<file path="config.mk">
export PLATFORM = sky130hd
export DESIGN_NAME = infoframe_scheduler
export DESIGN_NICKNAME = d
export VERILOG_FILES = /design/src/rtl/infoframe_scheduler.sv
export SDC_FILE = /design/constraint.sdc
export NUM_CORES = 1
export LEC_CHECK = 0
export ABC_CLOCK_PERIOD_IN_PS = 4750
export CORE_AREA = 2 2 48 55
export DETAILED_ROUTE_END_ITERATION = 8
export DIE_AREA = 0 0 50 57
export PLACE_DENSITY = 0.88
export SLEW_MARGIN = 0
export SYNTH_ARGS = -nofsm -noshare
export SYNTH_HDL_FRONTEND = slang
export SYNTH_SLANG_ARGS = --single-unit
</file>
<file path="constraint.sdc">
create_clock -name clk_pixel -period 4.75 [get_ports clk_pixel]
set_input_delay 0.95 -clock clk_pixel [delete_from_list [all_inputs] [get_ports clk_pixel]]
set_output_delay 0.95 -clock clk_pixel [all_outputs]
set_load 0.02 [all_outputs]
</file>
<file path="src/rtl/infoframe_scheduler.sv">
// Data-island packet scheduler: picks ACR, audio sample, a round-robin InfoFrame or a
// null packet for each slot, and tracks per-frame InfoFrame delivery.
module infoframe_scheduler #(
  parameter int unsigned IF_GAP = 2
) (
  input  logic       clk_pixel,
  input  logic       reset,
  input  logic       frame_start,
  input  logic       slot_ready,
  input  logic       acr_req,
  input  logic       audio_req,
  input  logic [3:0] if_enable,
  output logic [7:0] packet_type,
  output logic       packet_valid,
  output logic       acr_ack,
  output logic       audio_ack,
  output logic       frame_done,
  output logic       missed
);

  localparam int unsigned NUM_IF = 4;
  localparam int unsigned GAP_W  = 4;
  localparam int unsigned TYPE_W = 8;

  localparam logic [TYPE_W-1:0] TYPE_NULL  = 8'h00;
  localparam logic [TYPE_W-1:0] TYPE_ACR   = 8'h01;
  localparam logic [TYPE_W-1:0] TYPE_AUDIO = 8'h02;
  localparam logic [TYPE_W-1:0] TYPE_AVI   = 8'h82;
  localparam logic [TYPE_W-1:0] TYPE_AIF   = 8'h84;
  localparam logic [TYPE_W-1:0] TYPE_SPD   = 8'h83;
  localparam logic [TYPE_W-1:0] TYPE_VSIF  = 8'h81;

  typedef enum logic [1:0] {
    WAIT_FRAME = 2'd0,
    ACTIVE     = 2'd1,
    DONE       = 2'd2
  } state_t;

  state_t              state, state_nxt;
  logic [NUM_IF-1:0]   pending, pending_after, pending_nxt, grant_mask, eligible;
  logic [1:0]          rr_ptr, rr_nxt, if_sel;
  logic                if_sel_valid;
  logic [GAP_W-1:0]    gap, gap_nxt;
  logic                take_acr, take_audio, take_if;
  logic [TYPE_W-1:0]   type_nxt;
  logic                frame_done_nxt;

  // Round-robin search over eligible InfoFrames starting at rr_ptr.
  always_comb begin
    logic [1:0] idx;
    if_sel_valid = 1'b0;
    if_sel       = 2'd0;
    idx          = 2'd0;
    eligible     = pending & {NUM_IF{(gap == '0) && (state != WAIT_FRAME)}};
    for (int k = 0; k < NUM_IF; k++) begin
      idx = rr_ptr + 2'(k);
      if (!if_sel_valid && eligible[idx]) begin
        if_sel_valid = 1'b1;
        if_sel       = idx;
      end
    end
  end

  always_comb begin
    take_acr      = slot_ready & acr_req;
    take_audio    = slot_ready & ~acr_req & audio_req;
    take_if       = slot_ready & ~acr_req & ~audio_req & if_sel_valid;
    grant_mask    = take_if ? (NUM_IF'(1) << if_sel) : '0;
    pending_after = pending & ~grant_mask;
    pending_nxt   = frame_start ? if_enable : pending_after;
    rr_nxt        = take_if ? 2'(if_sel + 2'd1) : rr_ptr;

    if (take_if)                      gap_nxt = GAP_W'(IF_GAP);
    else if (slot_ready && gap != '0) gap_nxt = gap - GAP_W'(1);
    else                              gap_nxt = gap;

    type_nxt = TYPE_NULL;
    if (take_acr)        type_nxt = TYPE_ACR;
    else if (take_audio) type_nxt = TYPE_AUDIO;
    else if (take_if) begin
      case (if_sel)
        2'd0:    type_nxt = TYPE_AVI;
        2'd1:    type_nxt = TYPE_AIF;
        2'd2:    type_nxt = TYPE_SPD;
        default: type_nxt = TYPE_VSIF;
      endcase
    end
  end

  // State register
  always_ff @(posedge clk_pixel) begin
    if (reset) state <= WAIT_FRAME;
    else       state <= state_nxt;
  end

  // Next-state: frame_start always re-arms; ACTIVE retires once nothing is left pending.
  always_comb begin
    state_nxt = state;
    if (frame_start)
      state_nxt = (if_enable != '0) ? ACTIVE : DONE;
    else if (state == ACTIVE && pending_after == '0)
      state_nxt = DONE;
  end

  // Output decode, registered below alongside the other outputs
  always_comb begin
    frame_done_nxt = 1'b0;
    if (state_nxt == DONE) frame_done_nxt = 1'b1;
  end

  always_ff @(posedge clk_pixel) begin
    if (reset) begin
      packet_type  <= TYPE_NULL;
      packet_valid <= 1'b0;
      acr_ack      <= 1'b0;
      audio_ack    <= 1'b0;
      frame_done   <= 1'b0;
      missed       <= 1'b0;
      pending      <= '0;
      rr_ptr       <= '0;
      gap          <= '0;
    end else begin
      packet_valid <= slot_ready;
      acr_ack      <= take_acr;
      audio_ack    <= take_audio;
      if (slot_ready) packet_type <= type_nxt;
      frame_done   <= frame_done_nxt;
      // An InfoFrame granted in the same cycle as frame_start counts as sent.
      missed       <= missed | (frame_start & (|pending_after));
      pending      <= pending_nxt;
      rr_ptr       <= rr_nxt;
      gap          <= gap_nxt;
    end
  end

endmodule

</file>
# Word-level counts from Yosys, hierarchy flattened
# Cells that the tools add are included.
[totals] word_cells=83 out_inout_bits=13 ff_bits=25 inputBits=10
[classes] n_bitwise=12 n_addsub=5 shifts=1 n_eq_ne=4 order_cmp=4 n_reduce_logical=18 n_mux=28
[op_table] op="8-bit 2-to-1 mux" count=3
[op_table] op="2-bit 2-to-1 mux" count=9
[op_table] op="2-bit by 3-bit < comparator with 1-bit output (second input constant)" count=4
[op_table] op="1-bit 2-to-1 mux" count=9
[op_table] op="3-bit one-hot mux with 3 select lines" count=1
[op_table] op="4-bit AND" count=2
[op_table] op="1-bit binary-select mux with 2-bit select" count=4
[op_table] op="4-bit logical NOT" count=2
[op_table] op="4-bit 2-to-1 mux" count=2
[op_table] op="4-bit nonzero test" count=2
[op_table] op="1-bit AND" count=6
[op_table] op="1-bit logical AND" count=6
[op_table] op="2-bit by 1-bit adder with 2-bit output (second input constant)" count=2
[op_table] op="2-bit adder (second input constant)" count=2
[op_table] op="2-bit by 1-bit equality test with 1-bit output (second input constant)" count=2
[op_table] op="2-bit equality test (second input constant)" count=2
[op_table] op="4-bit inverter" count=1
[op_table] op="2-bit nonzero test" count=2
[op_table] op="4-bit OR reduction" count=1
[op_table] op="1-bit by 2-bit left shift with 4-bit output (first input constant)" count=1
[op_table] op="4-bit by 1-bit subtractor with 4-bit output (second input constant)" count=1
[op_table] op="1-bit logical NOT" count=3
[op_table] op="2-bit logical NOT" count=1
[op_table] op="1-bit inverter" count=2
[op_table] op="2 further kinds" count=2

# Depth between registers and ports, before layout
[logic_depth] ltp_word=25 ltp_mapped=10 depth_no_buf=10

# Worst setup path before layout
# No wires, ideal clock.
[synth_path] kind="register to register" from="reg gap[0]" to="reg frame_done" setup_slack_ps=2068 t_required_ps=4681 period_less_slack_ps=2682 n_path_buf=0 arrival_ps=2613 setup_ps=69 stages_incl_launch_ff=10 cell_sequence="dfxtp_1 -> inv_1 -> ha_1 -> nor3b_4 -> nand2_1 -> nor4_1 -> ha_1 -> a41oi_1 -> or4_1 -> o21ai_1"
[synth_via] elab_chain_cells=25 word_cells_on_any_way=36 classes_between="1 x eq/ne; 1 x shift; 20 x mux; 4 x bitwise; 10 x reduce/logical"
[synth_rtl] item="start: declaration" line="43" rtl="logic [GAP_W-1:0] gap, gap_nxt;"
[synth_rtl] item="start signal: assignment" line="132" rtl="gap <= gap_nxt;"
[synth_rtl] item="4-bit logical NOT *" line="54" rtl="eligible = pending & {NUM_IF{(gap == '0) && (state != WAIT_FRAME)}};"
[synth_rtl] item="1-bit logical AND *" line="54"
[synth_rtl] item="4-bit AND *" line="54"
[synth_rtl] item="1-bit binary-select mux with 2-bit select" line="57" rtl="if (!if_sel_valid && eligible[idx]) begin"
[synth_rtl] item="1-bit 2-to-1 mux (not written as such)" line="57"
[synth_rtl] item="1-bit 2-to-1 mux" line="57"
[synth_rtl] item="1-bit logical NOT" line="57"
[synth_rtl] item="1-bit logical AND" line="57"
[synth_rtl] item="[9 not listed]"
[synth_rtl] item="4-bit inverter *" line="69" rtl="pending_after = pending & ~grant_mask;"
[synth_rtl] item="4-bit AND *" line="69"
[synth_rtl] item="4-bit logical NOT *" line="101" rtl="else if (state == ACTIVE && pending_after == '0)"
[synth_rtl] item="1-bit logical AND *" line="101"
[synth_rtl] item="2-bit 2-to-1 mux *" line="101"
[synth_rtl] item="2-bit 2-to-1 mux *" line="99" rtl="if (frame_start)"
[synth_rtl] item="2-bit equality test *" line="108" rtl="if (state_nxt == DONE) frame_done_nxt = 1'b1;"
[synth_rtl] item="1-bit 2-to-1 mux *" line="108"
[synth_rtl] item="end signal: assignment" line="127" rtl="frame_done <= frame_done_nxt;"
[synth_rtl] item="end: declaration" line="17" rtl="output logic frame_done,"
# Mark *: on every way between the ends. The rest lies on a longest branch, timed or not. The select of a mux whose other input is x is not followed.
# A chain may end at the register's enable or synchronous reset.

# Final worst setup path
# Same ends and word-level chain as after synthesis.

==> reports/qor.txt <==
Outcome: finished clean
Y dimension of the die: 57 um
DRC violation total after the first TritonRoute iteration: 38
Setup repair after global routing missed its margin: no
Cell at the root of the clock tree: clkbuf_4
Clock buffers created by TritonCTS: 3
Critical Setup Path Class: reg2reg
Main combinational cell family by area after synthesis: simple AND/OR/NAND/NOR gates
Via count: 994
Number of buffers inserted for hold repair after clock tree synthesis: 0
Peak Freq: 0.320 GHz
Overall overflow remaining after global route: 0
Final Max Slew Viols: 0
Hold Vio Cnt, Final: 0
Share of the synthesized area in the top cell type: 35.4%
Synthesized-area fraction occupied by ao, oa, aoi and oai cells: 16.1%
Data arrival, critical path: 3.39 ns
Flip-flop and latch count after synthesis: 21
Number of post-CTS setup repair buffers: 0
Endpoints failing setup: 0
Clock tree sinks: 21
Static leakage: 0.545 nW
WL/cell: 13.2 um
Proportion of register bits with asynchronous set or reset after synthesis: 0%
Depth of the CTS H-tree: 1
Total number of placement rows: 19
CTS tree: yes
Net switching power: 179 uW
First-pass GRT wire length: 4.00 mm
Cts repair resizes: 0
Adder-cell area share of the yosys netlist: 8.43%
Proportion of power drawn by flip-flops and latches: 43.0%
Post-synthesis share of cell area spent on and, or, nand and nor gates: 23.8%
Setup TNS: 0 ns
Initial Util: 50.5%
Number of diodes added for antenna fixing: 0
Die span in x: 50 um
Area of the mapped netlist: 1190 um^2
Post-layout net count: 167
Portion of total power attributed to the clock network: 18.1%
Kind of capture point of the worst setup path: register
Avg Cell Area, Syn: 8.93 um^2
Drt total wl: 2.36 mm
Post-detailed-route count of antenna-violating nets: 0
Share of the synthesized netlist area taken by xor and xnor gates: 2.21%
Syn Inst Count: 133
Clock network latency to the later pin of the worst-skew pair: 0.32 ns
Via count of the first global-routing pass: 975
Element type at the critical path start: register
GRT Overall Usage: 18.3%
Placer congestion estimate: 0.815
Maximum VDD drop: 0.308 mV
Cell total after placement: 175
Antenna violations before repair: 0
Routed via count divided by cell count: 5.55
Maximum clock skew at final layout: 0.00152 ns
Largest net degree at the start of global routing: 22
Post-synthesis mux area share: 4.21%
Type of the tightest min-delay check: reg2reg
Deepest clock path buffer count: 2
Area of the placeable core: 2350 um^2
Filler-free cell count of the finished design: 179
Transition time of the tightest slew-check pin: 1.03 ns
Number of synthesis warnings: 0
Normalized max-slew margin: 31.1%
Number of remaining DRC errors: 0
Die Outline Area: 2850 um^2
Number of violations of the max-capacitance limit: 0
Worst path required time: 5.01 ns
Post-CTS clock slew at the launch and capture registers of the worst setup and hold paths: 0.12 ns
Layout cell share with drive strength beyond 1: 7.43%
Count of buffers from port buffering: 18
Top-level port count: 23
Post-synth EDFFs: 0
Initial DRT Pass Iterations: 4
Share of total power consumed by net switching: 36.2%
Share of the clock period used by the worst path: 65.8%
Netlist cell types: 41
Top cells by area, synth: dfxtp_1 (35%), ha_1 (8.4%), nor2_1 (5.1%)
Top flip-flop cell by instance count after synthesis: dfxtp_1
Combinational group share of total power: 38.9%
Maximum fanout count along the critical path: 7
Synth-to-Final Area Change: 15.7%
Proportion of synthesized chip area in sequential cells: 35.4%
Int Power: 315 uW
Power per cell area: 359 nW/um^2
Largest area contributor in the synthesized netlist: dfxtp_1
Final min period: 3.13 ns
HPWL after detailed placement: 1.75 mm
[registers in the layout, summed over array words and instances (netlist names)]
register / cells
packet_type: 4
rr_ptr: 2
frame_done: 1
missed: 1
state: 2
pending: 4
gap: 4
packet_valid: 1
audio_ack: 1
acr_ack: 1
[final timing paths]
kind                                           from               endpoint  slack [ns]  cells past startpoint
worst max-delay path            gap[0]$_SDFFE_PP0P_  frame_done$_SDFF_PP0_        1.62                      9
worst min-delay path              missed$_SDFF_PP0_      missed$_SDFF_PP0_        0.48                      2
worst max register to register  gap[0]$_SDFFE_PP0P_  frame_done$_SDFF_PP0_        1.62                      9
worst min register to register    missed$_SDFF_PP0_      missed$_SDFF_PP0_        0.48                      2
[cells in the mapped netlist (2+ instances only)]
| library cell | instances |
|---|---|
| dfxtp_1 | 21 |
| nor2_1 | 16 |
| inv_1 | 11 |
| ha_1 | 8 |
| a21oi_1 | 7 |
| nor3_1 | 6 |
| buf_4 | 5 |
| mux2i_1 | 5 |
| nand2b_1 | 5 |
| a41oi_1 | 4 |
| nor4_1 | 4 |
| clkbuf_1 | 3 |
| nand2_1 | 3 |
| a31oi_1 | 2 |
| buf_6 | 2 |
| nand3_1 | 2 |
| nor3b_4 | 2 |
| o21ai_0 | 2 |
| o21ai_1 | 2 |
| xor2_1 | 2 |
[per-stage QoR]
step | total power [mW] | cell area, um^2 | hold WS, ns | util (%) | setup slack (ns)
after detailed placement | 0.404 | 1350 | 0.464 | 57.2 | 1.35
final | 0.494 | 1370 | 0.478 | 58.4 | 1.62
after global routing | 0.523 | 1370 | 0.505 | 58.4 | 1.36
after global placement | 0.397 | 1350 | 0.459 | 57.2 | 1.52
after floorplan | 0.364 | 1200 | 0.471 | - | 2.07
after CTS | 0.495 | 1370 | 0.482 | 58.4 | 1.62
[power groups by stage]
stage	Combinational [mW]	Clock, mW	Sequential [mW]
after floorplan	0.146	0	0.218
after global placement	0.182	0	0.215
after detailed placement	0.189	0	0.216
after CTS	0.192	0.0906	0.212
after global routing	0.209	0.0981	0.216
final	0.192	0.0893	0.213
[final cells by class]
type,count,area [um^2]
clock inverter,1,5.00
sequential,21,420
clock buffer,3,22.5
timing repair buffer,18,180
fill,204,980
multi-input combinational,94,666
tap,31,38.8
inverter,11,41.3
[critical path, cell delays in order (launching register included)]
cell     delay [ns]
dfxtp_1        0.33
inv_1          0.11
ha_1           0.19
nor3b_4        0.36
nand2_1        0.13
nor4_1         0.77
ha_1           0.31
a41oi_1        0.16
or4_1          0.58
o21ai_1        0.15
[placed cells by master, fill, tap and decap left out, types with 5 or more instances in the layout]
master           netlist  routed
nand2b_1               5       5
ha_1                   8       8
a21oi_1                7       7
clkdlybuf4s50_1        0      18
nor2_1                16      16
inv_1                 11      11
nor3_1                 6       6
mux2i_1                5       5
dfxtp_1               21      21
[metal layers]
layer / GRT usage, % / part of all wire [%] / vias to the layer above
met5: 0 / 0 / -
met4: 13.5 / 3.1 / 0
met3: 3.40 / 3.1 / 5
met2: 31.0 / 52 / 24
met1: 20.1 / 42 / 475
li1: - / - / 490
[logic make-up (layout without fill, tap and decap cells)]
| logic type | Yosys count | in the layout |
|---|---|---|
| AOI/OAI and AO/OA | 27 | 27 |
| xor gates and xnor gates | 3 | 3 |
| adders and majority gates | 8 | 8 |
| buffers and inverters | 21 | 33 |
| DFF | 21 | 21 |
| muxes | 5 | 5 |
| other | 1 | 4 |
| and+or+nand+nor | 47 | 47 |
(Power assumes the default switching activity.)
